[src/rtl/serial_subtractor_pkg.sv]
// serial_subtractor_pkg: shared state encoding and default width for the bit-serial subtractor.
// Rev 1.0
`default_nettype none

package serial_subtractor_pkg;

  localparam int DEFAULT_WIDTH = 8;

  typedef enum logic [1:0] {
    IDLE = 2'd0,
    RUN  = 2'd1,
    DONE = 2'd2
  } state_e;

endpackage

`default_nettype wire

[src/rtl/serial_subtractor_full_subtractor.sv]
// full_subtractor: one-bit difference and borrow cell, purely combinational.
// Rev 1.0
`default_nettype none

module full_subtractor (
  input  logic x,
  input  logic y,
  input  logic bin,
  output logic d,
  output logic bout
);

  assign d    = x ^ y ^ bin;
  assign bout = (~x & y) | (~x & bin) | (y & bin);

endmodule

`default_nettype wire

[src/rtl/serial_subtractor.sv]
// serial_subtractor: computes a - b one bit per clock, LSB first, on a start/done handshake.
// Rev 1.0
`default_nettype none

module serial_subtractor
  import serial_subtractor_pkg::*;
#(
  parameter int WIDTH = DEFAULT_WIDTH
) (
  input  logic             clk,
  input  logic             rst,
  input  logic             start,
  input  logic [WIDTH-1:0] a,
  input  logic [WIDTH-1:0] b,
  output logic             busy,
  output logic             done,
  output logic [WIDTH-1:0] diff,
  output logic             bout,
  output logic             ovf
);

  localparam int CNT_W = $clog2(WIDTH + 1);

  state_e             state_q, state_d;
  logic [WIDTH-1:0]   sa_q, sa_d;
  logic [WIDTH-1:0]   sb_q, sb_d;
  logic [WIDTH-1:0]   res_q, res_d;
  logic               borrow_q, borrow_d;
  logic [CNT_W-1:0]   cnt_q, cnt_d;
  logic               amsb_q, amsb_d;
  logic               bmsb_q, bmsb_d;
  logic [WIDTH-1:0]   diff_q, diff_d;
  logic               bout_q, bout_d;
  logic               ovf_q, ovf_d;

  logic               fs_d;
  logic               fs_bout;
  logic               last_bit;

  full_subtractor u_fs (
    .x    (sa_q[0]),
    .y    (sb_q[0]),
    .bin  (borrow_q),
    .d    (fs_d),
    .bout (fs_bout)
  );

  assign last_bit = (cnt_q == CNT_W'(WIDTH - 1));

  always_comb begin
    state_d  = state_q;
    sa_d     = sa_q;
    sb_d     = sb_q;
    res_d    = res_q;
    borrow_d = borrow_q;
    cnt_d    = cnt_q;
    amsb_d   = amsb_q;
    bmsb_d   = bmsb_q;
    diff_d   = diff_q;
    bout_d   = bout_q;
    ovf_d    = ovf_q;
    case (state_q)
      IDLE, DONE: begin
        if (start) begin
          state_d  = RUN;
          sa_d     = a;
          sb_d     = b;
          borrow_d = 1'b0;
          cnt_d    = '0;
          amsb_d   = a[WIDTH-1];
          bmsb_d   = b[WIDTH-1];
        end else begin
          state_d  = IDLE;
        end
      end
      RUN: begin
        sa_d     = sa_q >> 1;
        sb_d     = sb_q >> 1;
        res_d    = {fs_d, res_q[WIDTH-1:1]};
        borrow_d = fs_bout;
        cnt_d    = cnt_q + CNT_W'(1);
        // The final bit is the result MSB, so the visible outputs load from the live cell output.
        if (last_bit) begin
          state_d = DONE;
          diff_d  = {fs_d, res_q[WIDTH-1:1]};
          bout_d  = fs_bout;
          ovf_d   = (amsb_q ^ bmsb_q) & (fs_d ^ amsb_q);
        end
      end
      default: state_d = IDLE;
    endcase
  end

  always_ff @(posedge clk or posedge rst) begin
    if (rst) begin
      state_q  <= IDLE;
      sa_q     <= '0;
      sb_q     <= '0;
      res_q    <= '0;
      borrow_q <= 1'b0;
      cnt_q    <= '0;
      amsb_q   <= 1'b0;
      bmsb_q   <= 1'b0;
      diff_q   <= '0;
      bout_q   <= 1'b0;
      ovf_q    <= 1'b0;
    end else begin
      state_q  <= state_d;
      sa_q     <= sa_d;
      sb_q     <= sb_d;
      res_q    <= res_d;
      borrow_q <= borrow_d;
      cnt_q    <= cnt_d;
      amsb_q   <= amsb_d;
      bmsb_q   <= bmsb_d;
      diff_q   <= diff_d;
      bout_q   <= bout_d;
      ovf_q    <= ovf_d;
    end
  end

  assign busy = (state_q == RUN);
  assign done = (state_q == DONE);
  assign diff = diff_q;
  assign bout = bout_q;
  assign ovf  = ovf_q;

endmodule

`default_nettype wire

[config.mk]
export PLATFORM = sky130hd
export DESIGN_NAME = serial_subtractor
export DESIGN_NICKNAME = d
export VERILOG_FILES = /design/src/rtl/serial_subtractor_pkg.sv /design/src/rtl/serial_subtractor_full_subtractor.sv /design/src/rtl/serial_subtractor.sv
export SDC_FILE = /design/constraint.sdc
export NUM_CORES = 1
export LEC_CHECK = 0
export BUFFER_PORTS_ARGS = -buffer_cell sky130_fd_sc_hd__buf_2
export CAP_MARGIN = 25
export CELL_PAD_IN_SITES_DETAIL_PLACEMENT = 1
export CELL_PAD_IN_SITES_GLOBAL_PLACEMENT = 1
export CORE_MARGIN = 3
export CORE_UTILIZATION = 40
export CTS_CLUSTER_SIZE = 30
export DETAILED_ROUTE_END_ITERATION = 10
export GPL_TIMING_DRIVEN = 0
export PLACE_DENSITY = 0.8
export SYNTH_ARGS = -nofsm -noshare
export SYNTH_HDL_FRONTEND = slang
export SYNTH_HIERARCHICAL = 1
export SYNTH_SLANG_ARGS = --single-unit
[constraint.sdc]
create_clock -name clk -period 1.51 [get_ports clk]
set_input_delay 0.0755 -clock clk [delete_from_list [all_inputs] [get_ports clk]]
set_output_delay 0.0755 -clock clk [all_outputs]
set_load 0.02 [all_outputs]
==> impl_metrics.tcl <==
set metrics [dict create \
    outcome "finished with violations" \
    violations "hold timing, setup timing" \
    post-route-util 0.5470 \
    worstPathRequired_ps 1710 \
    p_sw_uw 1863 \
    start_util 0.4290 \
    clock_sinks 42 \
    final-hold-violation-count 1 \
    cp_max_fo 4 \
    std_cell_rows 23 \
    critical_path_class "reg -> reg" \
    layout_common_cells "dfrtp_1, buf_2, a22o_1" \
    internal_power_uw 3446 \
    synth_seq_area_share 0.5953 \
    seq_power_share 0.379 \
    initialDrtViolationCount 53 \
    cts-root-buf "clkbuf_8" \
    finalCritPeriodShare 1.038 \
    final_antenna_net_count 0 \
    firstDrtPassIters 4 \
    io_pins 31 \
    pwr-share-clk 0.172 \
    fin_worst_skew_ps 13.81 \
    clock_latency_ps 310 \
    cp-start-kind "flip-flop" \
    p_leak_uw 0.001180 \
    drc 0 \
    die_x_um 72.44 \
    p_per_area_mw_per_mm2 2359 \
    multi_input_area_sq_um 710.7 \
    layout-drive-gt1-share 0.4463 \
    slew_violations 0 \
    die_area_sq_mm 0.005247 \
    ir_drop_mv 1.030 \
    post_synth.cell_area_avg_sq_um 13.69 \
    fmaxAchievable_mhz 638.1 \
    pwr-share-comb 0.449 \
    coreArea_sq_mm 0.004115 \
    numCtsBuffers 5 \
    path_clk_slew_ps 90 \
    vias_per_cell 5.251 \
    grt_max_degree 43 \
    layout_setup_ws_ps -57.18 \
    worst_slew_pin_slew_ps 891.3 \
    grt_pass1_vias 1260 \
    clk_path_buf_depth 2 \
    via_count 1192 \
    port_buffers 30 \
    fin_nets 197 \
    track_usage 0.1580 \
    whs_ps -6.345 \
    fin_cells 227 \
    synthCells 129 \
    gp_congestion 0.8050 \
    synth_area_sq_mm 0.001765 \
    cts_tree "done" \
    fill_cells 416 \
    hp-class "in -> reg" \
    maxCapViolations 0 \
    drt-wirelength-per-cell_um 17.52 \
    cts_htree_levels 2 \
    synth-seq-cells 42 \
    antenna_found_initial 0 \
    dp.cells 209 \
    yosysUniqueCellTypes 21 \
    rsz0062_at_grt "true" \
    crit_arrival_ps 1770 \
    overflow 0 \
    final_common_cell "dfrtp_1" \
    finalSetupViolCount 9 \
    dp_hpwl_um 2561 \
    sw_frac_of_total 0.3509 \
    seq_area_sq_mm 0.001051 \
    maxSlewHeadroom 0.4049 \
    die_h_um 72.44 \
    synthToLayoutAreaGrowth_pct 27.50 \
    yosys_warnings 6 \
    syn-num-nets 150 \
    grt_pass1_wl_um 6299 \
    fin_crit_ps 1567 \
    wl_um 3976 \
    antenna_cells 0 \
    setup.worst_path.end_class "flip-flop" \
]
[path summary, 6_finish.rpt]
path,start,end,slack (ps),cells after the start
hold / removal,a[7],amsb_q$_DFFE_PP0P_,-6,3
min in group asynchronous,rst,diff[2]$_DFFE_PP0P_,500,3
setup reg to reg,borrow_q$_DFFE_PP0P_,ovf$_DFFE_PP0P_,-60,5
setup / recovery,borrow_q$_DFFE_PP0P_,ovf$_DFFE_PP0P_,-60,5
hold reg to reg,sa_q[0]$_DFFE_PP0P_,sa_q[0]$_DFFE_PP0P_,480,1
max in group asynchronous,rst,sb_q[0]$_DFFE_PP0P_,450,3
[sequential cells by signal (all words and copies together), names as in the netlist]
name and flops:
bmsb_q 1, state_q 2, borrow_q 1, bout 1, diff 8, ovf 1, res_q 7, cnt_q 4
amsb_q 1, sb_q 8, sa_q 8
[cells in the mapped netlist (all sizes together)]
cell | instances | area share
a21o | 14 | 0.060
a22o | 19 | 0.094
and2b | 1 | 0.0057
buf | 7 | 0.030
dfrtp | 42 | 0.60
fa | 1 | 0.011
ha | 1 | 0.0071
inv | 3 | 0.0064
mux2 | 17 | 0.11
mux2i | 2 | 0.011
nand2 | 10 | 0.021
nand2b | 2 | 0.0071
nand4 | 1 | 0.0035
nor2 | 2 | 0.0057
nor2b | 3 | 0.011
nor3b | 1 | 0.011
o21ai | 1 | 0.0028
o22ai | 1 | 0.0035
xnor2 | 1 | 0.0050
[area by class of cell]
| type | instances | area share |
|---|---|---|
| Sequential cell | 42 | 0.4669 |
| Inverter | 3 | 0.005003 |
| Buffer | 6 | 0.02390 |
| Tap cell | 50 | 0.02779 |
| Clock inverter | 3 | 0.02001 |
| Clock buffer | 5 | 0.03057 |
| Multi-Input combinational cell | 77 | 0.3157 |
| Timing Repair Buffer | 41 | 0.1101 |
[cells by family (layout without fill, tap and decap cells)]
logic type / Yosys count / after routing / synth area share
AND/OR/NAND/NOR: 20 / 20 / 0.06450
XOR/XNOR: 1 / 1 / 0.004962
buffers and inverters: 10 / 58 / 0.03685
flip-flops: 42 / 42 / 0.5953
multiplexers: 19 / 19 / 0.1198
AO/OA/AOI/OAI: 35 / 35 / 0.1602
adder cells (fa/ha/maj): 2 / 2 / 0.01843
[worst max-delay path: stages (launching register included)]
cell,delay [ps]
dfrtp_1,410
fa_1,510
inv_2,100
nand2b_4,120
o22ai_2,70
mux2_4,260
[power by group through the flow]
stage / clock [uW] / sequential (uW) / combinational, uW
after floorplan: 0 / 2080 / 1370
after global placement: 0 / 1960 / 1900
after detailed placement: 0 / 2010 / 1990
after CTS: 917 / 1990 / 2190
after global routing: 981 / 2080 / 2580
final: 915 / 2010 / 2380
[metal layers]
layer / vias to the layer above / global-route usage / part of all wire
li1: 551 / - / -
met1: 617 / 0.2101 / 0.46
met2: 22 / 0.2568 / 0.51
met3: 2 / 0.02493 / 0.033
met4: 0 / 0.06762 / 0.0058
met5: - / 0 / 0
[metrics by stage]
step	power (uW)	cell area, sq um	setup WS, ps	setup TNS [ps]	hold WS, ps
after CTS	5094	2161	-65.77	-422.8	4.071
after global placement	3857	1978	-25.68	-741.1	308.5
after detailed placement	4001	1978	-107.3	-847.1	313.4
final	5309	2251	-57.18	-226.8	-6.345
after floorplan	3444	1765	55.25	0	180.9
after global routing	5642	2251	-121.4	-922.0	1.678
[timing repair]
item / 4_1_cts / 5_1_grt
hold endpoints to repair: 42 / 1
gates cloned: 1 / 0
pin swaps: 2 / 3
endpoints found under the setup margin: 10 / 20
resized for setup: 13 / 10
setup buffers: 3 / 5
hold buffers: 1 / 1
No activity file was read; power rests on OpenSTA's default activity.
